## config.mk

```make
export PLATFORM = sky130hd
export DESIGN_NAME = uart_tx_datapath
export DESIGN_NICKNAME = d
export VERILOG_FILES = /design/src/rtl/uart_tx_datapath.sv
export SDC_FILE = /design/constraint.sdc
export NUM_CORES = 1
export LEC_CHECK = 0
export ABC_AREA = 1
export CORE_MARGIN = 1
export CORE_UTILIZATION = 38
export CTS_BUF_LIST = sky130_fd_sc_hd__clkbuf_4
export DETAILED_ROUTE_END_ITERATION = 16
export RECOVER_POWER = 100
export SETUP_SLACK_MARGIN = 0.02
export SKIP_LAST_GASP = 1
export SLEW_MARGIN = 5
export SYNTH_ARGS = -nofsm -noshare
export SYNTH_HDL_FRONTEND = slang
export SYNTH_SLANG_ARGS = --single-unit
```

## constraint.sdc

```tcl
create_clock -name i_clock -period 2.9 [get_ports i_clock]
set_clock_uncertainty 0.1 [all_clocks]
set_input_delay 0.29 -clock i_clock [delete_from_list [all_inputs] [get_ports i_clock]]
set_output_delay 0.29 -clock i_clock [all_outputs]
set_load 0.01 [all_outputs]
```

## src/rtl/uart_tx_datapath.sv

```systemverilog
// uart_tx_datapath: UART transmit baud counter, data-bit counter and serial frame shifter
module uart_tx_datapath #(
  parameter int DATA_WIDTH = 8,
  parameter int DIV_WIDTH  = 16
) (
  input  logic                  i_clock,
  input  logic                  i_reset,
  input  logic [DIV_WIDTH-1:0]  i_baud_divisor,
  input  logic                  i_parity_enable,
  input  logic                  i_parity,
  input  logic [DATA_WIDTH-1:0] i_tx_fifo_rd_data,
  input  logic                  i_tx_shift_reg_en,
  input  logic                  i_tx_shift_en,
  input  logic                  i_tx_baud_rate_reg_en,
  input  logic                  i_tx_bit_count_reg_en,
  output logic                  o_tx_baud_rate,
  output logic                  o_tx_bit_count,
  output logic                  o_tx
);
  localparam int FW = DATA_WIDTH + 4;
  localparam int CW = $clog2(DATA_WIDTH + 1);
  logic [DIV_WIDTH-1:0] r_div_q;
  logic [DIV_WIDTH-1:0] r_baud_cnt;
  logic [CW-1:0]        r_bit_cnt;
  logic [FW-1:0]        r_frame;
  logic [DIV_WIDTH-1:0] w_eff;
  logic                 w_last;
  logic                 w_par_bit;
  assign w_eff          = (r_div_q == '0) ? DIV_WIDTH'(1) : r_div_q;
  assign w_last         = r_baud_cnt == w_eff - DIV_WIDTH'(1);
  assign w_par_bit      = i_parity_enable ? (i_parity ^ (^i_tx_fifo_rd_data)) : 1'b1;
  assign o_tx_baud_rate = i_tx_baud_rate_reg_en && w_last;
  assign o_tx_bit_count = r_bit_cnt >= CW'(DATA_WIDTH);
  assign o_tx           = r_frame[0];
  // Frame load (stop, parity, data, start, lead idle) with divisor latch; shifting fills ones from the top
  always_ff @(posedge i_clock or posedge i_reset) begin
    if (i_reset) begin
      r_frame <= '1;
      r_div_q <= '0;
    end else if (i_tx_shift_reg_en) begin
      r_frame <= {1'b1, w_par_bit, i_tx_fifo_rd_data, 2'b01};
      r_div_q <= i_baud_divisor;
    end else if (i_tx_shift_en) begin
      r_frame <= {1'b1, r_frame[FW-1:1]};
    end
  end
  // Baud period counter, cleared whenever the enable is low
  always_ff @(posedge i_clock or posedge i_reset) begin
    if (i_reset) r_baud_cnt <= '0;
    else r_baud_cnt <= (!i_tx_baud_rate_reg_en || w_last) ? '0 : r_baud_cnt + DIV_WIDTH'(1);
  end
  // Data-bit counter: load clears it, increments saturate at the data width
  always_ff @(posedge i_clock or posedge i_reset) begin
    if (i_reset) r_bit_cnt <= '0;
    else if (i_tx_shift_reg_en) r_bit_cnt <= '0;
    else if (i_tx_bit_count_reg_en && r_bit_cnt != CW'(DATA_WIDTH)) r_bit_cnt <= r_bit_cnt + CW'(1);
  end
endmodule

```

* After elaboration in Yosys (flattened, before gate mapping)
Index checks and enable logic that the tools add are counted.
** Storage, ports and cells
- Register bits :: 48
- Input port bits :: 32
- Output and inout port bits :: 3
** Operators by class
- Add/sub/neg operators :: 3
- Magnitude comparators :: 1
- Equal/unequal tests :: 2
- Muxes and demuxes :: 7
- Bitwise operators :: 1
- Reductions and logical operators :: 8
** Operators by type and width (count)
- $mux W16 :: 2
- $mux W12 :: 2
- $add A16 B1 Y16 const B :: 1
- $eq A16 B16 Y1 :: 1
- $logic_not A16 Y1 :: 1
- $sub A16 B1 Y16 const B :: 1
- $mux W4 :: 2
- $reduce_xor A8 Y1 :: 1
- $add A4 B1 Y4 const B :: 1
- $ge A4 B4 Y1 const B :: 1
- $ne A4 B4 Y1 const B :: 1
- $reduce_bool A2 Y1 :: 2
- $logic_and A1 B1 Y1 :: 2
- $logic_not A1 Y1 :: 1
- $logic_or A1 B1 Y1 :: 1
- $mux W1 :: 1
- $xor A1 B1 Y1 :: 1

* Depth between registers and ports, before layout
Gate-level depths: netlist of the first run.
- Depth in word-level cells :: 6
- Mapped depth :: 21
- Mapped depth without buffers :: 20

* Least setup slack after synthesis of the first run
No wires, ideal clock.
- Path kind :: register to output
- Start :: register r_div_q[6]
- End :: output port o_tx_baud_rate
- Data arrival time :: 2.101 ns
- Data required time :: 2.510 ns
- Setup slack :: 0.409 ns
- Cell stages (with the launch flop) :: 21
- Buffers on the path :: 0
- Cells stage by stage :: dfrtp_1 -> nor2_2 -> nand2_4 -> nor2_1 -> nand2_1 -> nand2_1 -> inv_1 -> ha_1 -> nand2_2 -> inv_1 -> nand2_1 -> nand2_1 -> nand2_1 -> nand2_1 -> nor2_1 -> nand4_1 -> nor2_1 -> nand2_1 -> nor2_1 -> nand2_1 -> nor2_1
** Between the ends
- Word-level cells in the longest chain between the ends :: 5
** Ends and longest elaborated chain
- start, declared :: RTL line 22 : logic [DIV_WIDTH-1:0] r_div_q;
- start signal, assigned :: RTL line 42 : r_div_q <= i_baud_divisor;
- $logic_not A16 Y1 :: RTL line 29 : assign w_eff = (r_div_q == '0) ? DIV_WIDTH'(1) : r_div_q;
- $mux W16 (*) :: RTL line 29
- $sub A16 B1 Y16 (*) :: RTL line 30 : assign w_last = r_baud_cnt == w_eff - DIV_WIDTH'(1);
- $eq A16 B16 Y1 (*) :: RTL line 30
- $logic_and A1 B1 Y1 (*) :: RTL line 32 : assign o_tx_baud_rate = i_tx_baud_rate_reg_en && w_last;
- end, declared :: RTL line 16 : output logic o_tx_baud_rate,
Every way passes the cells marked *; elsewhere a longest branch is shown, timed or not.

* Worst setup path in the final report of the first run
- Start :: register r_div_q[13]
- End :: output port o_tx_baud_rate
Same word-level chain as after synthesis.

==> impl_metrics.json, run 1 <==
{
  "cp_data_required_time_ns": 2.51,
  "multi_input_area_um2": 1740,
  "grt_pass1_wl_mm": 11.9,
  "final-setup-viol-count": 9,
  "synth_cells": 387,
  "max-cap-violations": 1,
  "post_drt_via_cell_ratio": 4.67,
  "h-tree-depth": 2,
  "worst_relative_slew_slack": -0.0489,
  "clock-sinks": 47,
  "syn-cell-area_um2": 3020,
  "numCtsBuffers": 5,
  "io_pins": 35,
  "layout-drive-gt1-share": 0.245,
  "violations_in_the_final_reports": "capacitance limit, slew limit, setup timing",
  "hpwl_after_dpl_mm": 5.07,
  "routabilityCongestion": 0.841,
  "critPathSlowestCell": "sky130_fd_sc_hd__dfrtp_1",
  "fin_cells": 568,
  "detailedRoute.firstIterationViolations": 162,
  "critPathMaxStageDelay_ns": 0.42,
  "final_core_utilization": 0.513,
  "first_global_vias": 2645,
  "layout.filler_cells": 780,
  "number_of_buffers_between_clock_root_and_the_deepest_sink": 2,
  "synth.yosys.seq_area_share": 0.393,
  "post_synthesis_average_cell_area_um2": 7.81,
  "synth_edf_count": 0,
  "finish.instance_area_um2": 3960,
  "num_vias": 2651,
  "cp_data_arrival_time_ns": 2.69,
  "holdCritPathClass": "primary input to flop",
  "core_region_area_um2": 7730,
  "final_common_cell": "sky130_fd_sc_hd__nand2_1",
  "clk_root_buffer_cell": "sky130_fd_sc_hd__clkbuf_4",
  "ant_nets": 0,
  "place.detailed.instances": 542,
  "dominantRegCellSynth": "sky130_fd_sc_hd__dfrtp_1",
  "syn-num-nets": 423,
  "achievable-frequency_mhz": 325,
  "critical_path.cell_chain": "nor2_2, nand2_2, nor2_4, nand2_2, nand2_2, inv_2, ha_4, nand2_8, inv_4, nand2_4, nand2_2, nand2_2, nand2_1, nor2_1, nand4_1, nor2_1, nand2_1, nor2_1, nand2_1, nor2_1, buf_2",
  "clk_pin_slew_worst_paths_ns": 0.14,
  "die_w_um": 91.2,
  "crit_type": "flop to primary output",
  "irDropWorstVdd_uv": 273,
  "layout-area-overhead-vs-synth_pct": 31.1,
  "grt_antenna_before_repair": 0,
  "most-common-layout-cells": "85 x sky130_fd_sc_hd__nand2_1, 42 x sky130_fd_sc_hd__buf_4, 40 x sky130_fd_sc_hd__nor2_1",
  "yosysUniqueCellTypes": 33,
  "async_reset_ff_frac": 1.00,
  "total_die_area_um2": 8320,
  "grt_usage": 0.179,
  "totalWireLength_mm": 7.17,
  "critPathMostFrequentCell": "sky130_fd_sc_hd__nand2_2",
  "starting_density_of_the_core": 0.391,
  "clk-insertion-delay-late_ns": 0.37,
  "grt_overflow_total": 0,
  "nNetsFinal": 501,
  "worst-path-max-fanout": 6,
  "synth_warnings": 0,
  "run_status": "finished with violations",
  "reg_area_um2": 1190,
  "start_kind": "flop",
  "end_kind": "primary output",
  "layout_worst_path_cycle_share": 1.06,
  "drt_drc_violations_left": 0,
  "timing.final.crit_period_ns": 3.08,
  "power-per-cell-area_nw_per_um2": 393,
  "insertedDiodeCount": 0,
  "ctsHoldBuffers": 0,
  "tritoncts_clock_tree": "built",
  "largest_net_degree_at_the_start_of_global_routing": 42,
  "drt_pass_1_iters": 4,
  "number_of_port_buffers": 34,
  "total_of_flip_flops_plus_latches_after_synthesis": 47,
  "die-height_um": 91.2,
  "maxSlewViolCount": 42,
  "tightestPinTransition_ns": 1.57,
  "wire_per_inst_um": 12.6,
  "grt_setup_unrepaired": "true",
  "setup_ws_ns": -0.181,
  "report.final.hold_viol_count": 0,
  "cellLeakagePower_nw": 1.78,
  "std_cell_rows": 32,
  "placement.cell_area_um2": 3650
}
routing by layer:
| metal | wire length (µm) | share of wire | global-route usage | up-vias |
|---|---|---|---|---|
| met4 | 139 | 0.019 | 0.0529 | 0 |
| li1 | - | - | - | 1382 |
| met2 | 3570 | 0.50 | 0.312 | 45 |
| met3 | 222 | 0.031 | 0.0302 | 13 |
| met1 | 3240 | 0.45 | 0.226 | 1211 |
| met5 | 0 | 0 | 0 | - |
area by class of cell:
type	instances	area share
Multi-Input combinational cell	289	0.438
Timing Repair Buffer	79	0.169
Inverter	43	0.0414
Sequential cell	47	0.300
Clock inverter	3	0.00979
Tap cell	102	0.0322
Clock buffer	5	0.00947
cell families after synthesis:
| kind of cell | count (synthesis) | share of synthesized area |
|---|---|---|
| simple gates | 211 | 0.347 |
| buf+inv | 52 | 0.0699 |
| flops | 47 | 0.393 |
| compound gates | 41 | 0.0736 |
| xor+xnor | 32 | 0.0997 |
| fa+ha+maj | 4 | 0.0166 |
where the power goes:
| group | total, W | internal (W) | switching, W |
|---|---|---|---|
| registers | 0.000741 | 0.000710 | 0.0000312 |
| logic | 0.000420 | 0.000200 | 0.000220 |
| clock network | 0.000396 | 0.000178 | 0.000218 |
final timing paths:
check,depth (start not counted),end,start,slack [ns]
max reg2reg,25,r_baud_cnt[5],r_div_q[13],-0.07
min,2,r_frame[10],i_parity_enable,0.35
min reg2reg,2,r_frame[0],r_frame[1],0.40
max,21,o_tx_baud_rate,r_div_q[13],-0.18
min in group asynchronous,2,r_bit_cnt[2],i_reset,0.73
max in group asynchronous,3,r_frame[2],i_reset,0.92
synth_stat cells (all sizes together), types with 7 or more instances:
cell    number  share of area
a21oi       11          0.018
clkbuf       7         0.0087
dfrtp       36           0.30
dfstp       11          0.096
inv         42          0.052
nand2      102           0.14
nand3       27          0.049
nand4        7          0.014
nor2        66           0.12
o21ai       18          0.030
o22ai        8          0.017
xnor2       10          0.029
xor2        21          0.063
sequential cells by signal, indices dropped and copies added (netlist names):
name	flops
r_frame	11
r_bit_cnt	4
r_div_q	16
r_baud_cnt	16
stage by stage:
step / hold slack, ns / setup slack (ns) / total power [W] / setup TNS, ns
after floorplan: 0.262 / 0.409 / 0.000975 / 0
after global placement: 0.370 / -0.192 / 0.00112 / -0.192
after detailed placement: 0.379 / -0.258 / 0.00112 / -0.258
after CTS: 0.335 / -0.114 / 0.00154 / -0.362
after global routing: 0.329 / -0.413 / 0.00164 / -3.39
final: 0.349 / -0.181 / 0.00156 / -0.594
critical path: cells and delay by family (launching register included):
| kind | cells | cell delay (ns) |
|---|---|---|
| fa+ha+maj | 1 | 0.17 |
| simple gates | 17 | 1.51 |
| buf+inv | 3 | 0.22 |
| flops | 1 | 0.42 |
what timing repair did:
action / 4_1_cts / 5_1_grt
setup endpoints to repair: 1 / 17
setup buffers: 12 / 5
resized for setup: 12 / 20
gates cloned: 0 / 1
pin swaps: 6 / 15
No activity file was read; power rests on OpenSTA's default activity.
==> run 2, diff against run 1 <==
CORE_UTILIZATION = 40   (was 38)
==> impl_metrics.json, run 2 (same netlist as run 1, synthesis figures left out) <==
{
  "die-height_um": 89.0,
  "layout.filler_cells": 731,
  "ant_nets": 0,
  "report.final.hold_viol_count": 0,
  "die_w_um": 89.0,
  "cellLeakagePower_nw": 1.74,
  "clk_pin_slew_worst_paths_ns": 0.14,
  "layout-area-overhead-vs-synth_pct": 29.2,
  "first_global_vias": 2740,
  "total_die_area_um2": 7910,
  "final_common_cell": "sky130_fd_sc_hd__nand2_1",
  "finish.instance_area_um2": 3910,
  "final_core_utilization": 0.536,
  "layout-drive-gt1-share": 0.243,
  "io_pins": 35,
  "cp_data_required_time_ns": 2.51,
  "num_vias": 2681,
  "reg_top3": "r_baud_cnt x16, r_div_q x16, r_frame x11",
  "grt_setup_unrepaired": "true",
  "drt_drc_violations_left": 0,
  "maxSlewViolCount": 42,
  "cp_data_arrival_time_ns": 2.62,
  "critPathMaxStageDelay_ns": 0.42,
  "largest_net_degree_at_the_start_of_global_routing": 42,
  "final-setup-viol-count": 1,
  "crit_type": "flop to primary output",
  "most-common-layout-cells": "87 x sky130_fd_sc_hd__nand2_1, 40 x sky130_fd_sc_hd__nor2_1, 39 x sky130_fd_sc_hd__inv_1",
  "clk-insertion-delay-late_ns": 0.36,
  "clock-sinks": 47,
  "core_region_area_um2": 7290,
  "routabilityCongestion": 0.808,
  "tritoncts_clock_tree": "built",
  "pwr-share-comb": 0.269,
  "timing.setup.tns_ns": -0.107,
  "swShare": 0.298,
  "power_report.internal_total_w": 0.00109,
  "grt_usage": 0.197,
  "critPathSlowestCell": "sky130_fd_sc_hd__dfrtp_1",
  "wire_per_inst_um": 12.6,
  "number_of_port_buffers": 34,
  "tightestPinTransition_ns": 1.55,
  "layout_worst_path_cycle_share": 1.04,
  "grt_overflow_total": 0,
  "numCtsBuffers": 5,
  "hpwl_after_dpl_mm": 5.40,
  "run_status": "finished with violations",
  "switching_power_w": 0.000463,
  "clock_power_share": 0.254,
  "irDropWorstVdd_uv": 177,
  "violations_in_the_final_reports": "capacitance limit, slew limit, setup timing",
  "totalWireLength_mm": 7.06,
  "achievable-frequency_mhz": 333,
  "timing.final.crit_period_ns": 3.01,
  "std_cell_rows": 31,
  "starting_density_of_the_core": 0.415,
  "clk_root_buffer_cell": "sky130_fd_sc_hd__clkbuf_4",
  "grt_antenna_before_repair": 0,
  "setup_ws_ns": -0.107,
  "detailedRoute.firstIterationViolations": 142,
  "insertedDiodeCount": 0,
  "critPathMostFrequentCell": "sky130_fd_sc_hd__nand2_2",
  "start_kind": "flop",
  "worst-path-max-fanout": 6,
  "nNetsFinal": 496,
  "critical_path.cell_chain": "nor2_2, nand2_2, nor2_4, nand2_2, nand2_2, inv_2, ha_4, nand2_4, buf_12, nor2_4, nand2_1, nand3_2, nand2_2, nand3_2, nor2_2, nand2_1, nor2_1, nand2_1, nor2_1, buf_2",
  "post_drt_via_cell_ratio": 4.79,
  "grt_pass1_wl_mm": 12.0,
  "h-tree-depth": 2,
  "end_kind": "primary output",
  "worst_relative_slew_slack": -0.0317,
  "placement.cell_area_um2": 3700,
  "finalHoldWorstSlack_ns": 0.345,
  "power.sequential.fraction": 0.477,
  "max-cap-violations": 1,
  "holdCritPathClass": "primary input to flop",
  "drt_pass_1_iters": 4,
  "number_of_buffers_between_clock_root_and_the_deepest_sink": 2,
  "power-per-cell-area_nw_per_um2": 398
}
-- run 2: changes by cell type in the layout (fill, tap and decap cells not counted), sizes merged --
cell	delta
buf	-6
nand2	-1
clkbuf	+2
inv	+1
clkinv	-1
-- run 2: worst paths after layout --
path,startpoint,endpoint,slack [ns],cells after the start
worst max-delay path,r_div_q[13],o_tx_baud_rate,-0.11,20
worst max register to register,r_div_q[13],r_baud_cnt[0],0.10,22
min in group asynchronous,i_reset,r_bit_cnt[2],0.72,2
max in group asynchronous,i_reset,r_frame[1],0.94,3
worst min-delay path,i_parity_enable,r_frame[10],0.35,2
worst min register to register,r_frame[1],r_frame[0],0.41,2
-- run 2: what timing repair did --
action                     CTS  global route
setup buffers                2             6
setup endpoints to repair    1             1
pin swaps                    8            13
hold buffers                 0             0
resized for setup           21             8
-- run 2: power groups by stage --
stage,Sequential (W),Combinational (W),Clock (W)
2_1_floorplan,0.000752,0.000222,0
3_3_place_gp,0.000749,0.000382,0
3_5_place_dp,0.000751,0.000386,0
4_1_cts,0.000742,0.000405,0.000413
5_1_grt,0.000748,0.000467,0.000432
6_report,0.000742,0.000418,0.000396
-- run 2: per-layer routing --
metal | wire (µm) | global-route usage | vias up
met5 | 0 | 0 | -
met4 | 117 | 0.0563 | 0
met3 | 257 | 0.0406 | 10
met2 | 3510 | 0.350 | 46
met1 | 3170 | 0.243 | 1254
li1 | - | - | 1371
-- run 2: area by class of cell --
class / count / area (µm²) / area share
Timing Repair Buffer: 75 / 642 / 0.164
Inverter: 43 / 161 / 0.0413
Clock inverter: 3 / 42.5 / 0.0109
Multi-Input combinational cell: 288 / 1710 / 0.438
Tap cell: 99 / 124 / 0.0317
Sequential cell: 47 / 1190 / 0.305
Clock buffer: 5 / 37.5 / 0.00961
-- run 2: critical path: cells and delay by family, from the launching register on --
kind                     cells  cell delay, ns
AND/OR/NAND/NOR             16            1.39
flip-flops                   1            0.42
buffers and inverters        3            0.29
adder cells (fa/ha/maj)      1            0.17
-- run 2: stage by stage --
step	total power, W	setup WS, ns	instances
after floorplan	0.000975	0.409	387
after global placement	0.00113	-0.184	544
after detailed placement	0.00114	-0.241	544
after CTS	0.00156	-0.0926	554
after global routing	0.00165	-0.295	560
final	0.00156	-0.107	560
==> run 3, diff against run 2 <==
SKIP_CTS_REPAIR_TIMING = 1   (was default)
==> impl_metrics.json, run 3 (same netlist as run 1, synthesis figures left out) <==
{
  "run_status": "finished with violations",
  "violations_in_the_final_reports": "capacitance limit, slew limit, setup timing",
  "final-setup-viol-count": 1,
  "routabilityCongestion": 0.808,
  "finalHoldWorstSlack_ns": 0.347,
  "die-height_um": 89.0,
  "placement.cell_area_um2": 3700,
  "drt_drc_violations_left": 0,
  "worst_setup_path_startpoint": "r_div_q[8]",
  "totalWireLength_mm": 6.97,
  "most-common-layout-cells": "87 x sky130_fd_sc_hd__nand2_1, 40 x sky130_fd_sc_hd__nor2_1, 39 x sky130_fd_sc_hd__inv_1",
  "ant_nets": 0,
  "clk_pin_slew_worst_paths_ns": 0.15,
  "layout-drive-gt1-share": 0.236,
  "maxSlewViolCount": 42,
  "clock-sinks": 47,
  "grt_overflow_total": 0,
  "io_pins": 35,
  "grt_antenna_before_repair": 0,
  "starting_density_of_the_core": 0.415,
  "tritoncts_clock_tree": "built",
  "reg_top3": "r_baud_cnt x16, r_div_q x16, r_frame x11",
  "cp_data_required_time_ns": 2.51,
  "finish.instance_area_um2": 3890,
  "end_kind": "primary output",
  "core_region_area_um2": 7290,
  "hpwl_after_dpl_mm": 5.40,
  "setup_ws_ns": -0.130,
  "first_global_vias": 2667,
  "critPathMaxStageDelay_ns": 0.44,
  "irDropWorstVdd_uv": 177,
  "achievable-frequency_mhz": 330,
  "worst_path_dominant_cell_family": "simple AND/OR/NAND/NOR gates",
  "report.final.hold_viol_count": 0,
  "number_of_buffers_between_clock_root_and_the_deepest_sink": 2,
  "drt_pass_1_iters": 4,
  "num_vias": 2644,
  "timing.final.crit_period_ns": 3.03,
  "post_drt_via_cell_ratio": 4.71,
  "total_die_area_um2": 7910,
  "critical_path.cell_chain": "nor2_4, nand2_4, nor2_4, nand2_2, nand2_2, inv_2, ha_4, nand2_4, inv_2, nand2_2, nand2_1, nand2_1, nand2_1, nor2_1, nand4_1, nor2_1, nand2_1, nor2_1, nand2_1, nor2_1, buf_2",
  "path_buf_inv": 3,
  "largest_net_degree_at_the_start_of_global_routing": 42,
  "numCtsBuffers": 5,
  "critPathSlowestCell": "sky130_fd_sc_hd__dfrtp_1",
  "detailedRoute.firstIterationViolations": 148,
  "number_of_port_buffers": 34,
  "cellLeakagePower_nw": 1.73,
  "worst-path-max-fanout": 6,
  "layout_worst_path_cycle_share": 1.04,
  "die_w_um": 89.0,
  "layout-area-overhead-vs-synth_pct": 28.6,
  "nNetsFinal": 497,
  "final_common_cell": "sky130_fd_sc_hd__nand2_1",
  "h-tree-depth": 2,
  "std_cell_rows": 31,
  "min_from": "i_parity_enable",
  "grt_pass1_wl_mm": 11.7,
  "clk-insertion-delay-late_ns": 0.36,
  "dp_worst_setup_slack_ns": -0.241,
  "clk_root_buffer_cell": "sky130_fd_sc_hd__clkbuf_4",
  "worst_relative_slew_slack": -0.0363,
  "regToRegStartpoint": "r_div_q[8]",
  "critPathMostFrequentCell": "sky130_fd_sc_hd__nand2_1",
  "power-per-cell-area_nw_per_um2": 399,
  "start_kind": "flop",
  "insertedDiodeCount": 0,
  "crit_type": "flop to primary output",
  "tightestPinTransition_ns": 1.55,
  "max-cap-violations": 1,
  "holdCritPathClass": "primary input to flop",
  "cp_data_arrival_time_ns": 2.64,
  "grt_usage": 0.193,
  "wire_per_inst_um": 12.4,
  "grt_setup_unrepaired": "true",
  "post-layout-total-power_w": 0.00155
}
## run 3: layout make-up
| type | count | area [µm²] |
|---|---|---|
| clock buffer | 5 | 37.5 |
| clock inverter | 3 | 42.5 |
| fill | 744 | 3400 |
| inverter | 43 | 161 |
| multi-input combinational | 288 | 1700 |
| sequential | 47 | 1190 |
| tap | 99 | 124 |
| timing repair buffer | 76 | 639 |
## run 3: worst paths after layout
check                                  to  slack [ns]  cells after the start
min in group asynchronous    r_bit_cnt[2]        0.72                      2
max reg2reg                 r_baud_cnt[0]        0.14                     22
max                        o_tx_baud_rate       -0.13                     21
min reg2reg                    r_frame[0]        0.41                      2
min                           r_frame[10]        0.35                      2
max in group asynchronous      r_frame[1]        0.94                      3
## run 3: layer usage
layer	vias up	track usage	share of wire
met5	-	0	0
met2	41	0.347	0.50
li1	1370	-	-
met1	1229	0.245	0.46
met3	4	0.0332	0.035
met4	0	0.0375	0.0063
## run 3: where the power goes
group | switching (W) | internal, W | total (W)
logic | 0.000214 | 0.000199 | 0.000413
clock network | 0.000213 | 0.000182 | 0.000395
registers | 0.0000320 | 0.000710 | 0.000742
total | 0.000459 | 0.00109 | 0.00155
## run 3: through the flow
stage | util | TNS [ns] | cells
after detailed placement | 0.507 | -0.241 | 544
final | 0.533 | -0.130 | 561
after global placement | 0.507 | -0.184 | 544
after floorplan | - | 0 | 387
after CTS | 0.518 | -0.669 | 552
after global routing | 0.533 | -0.637 | 561
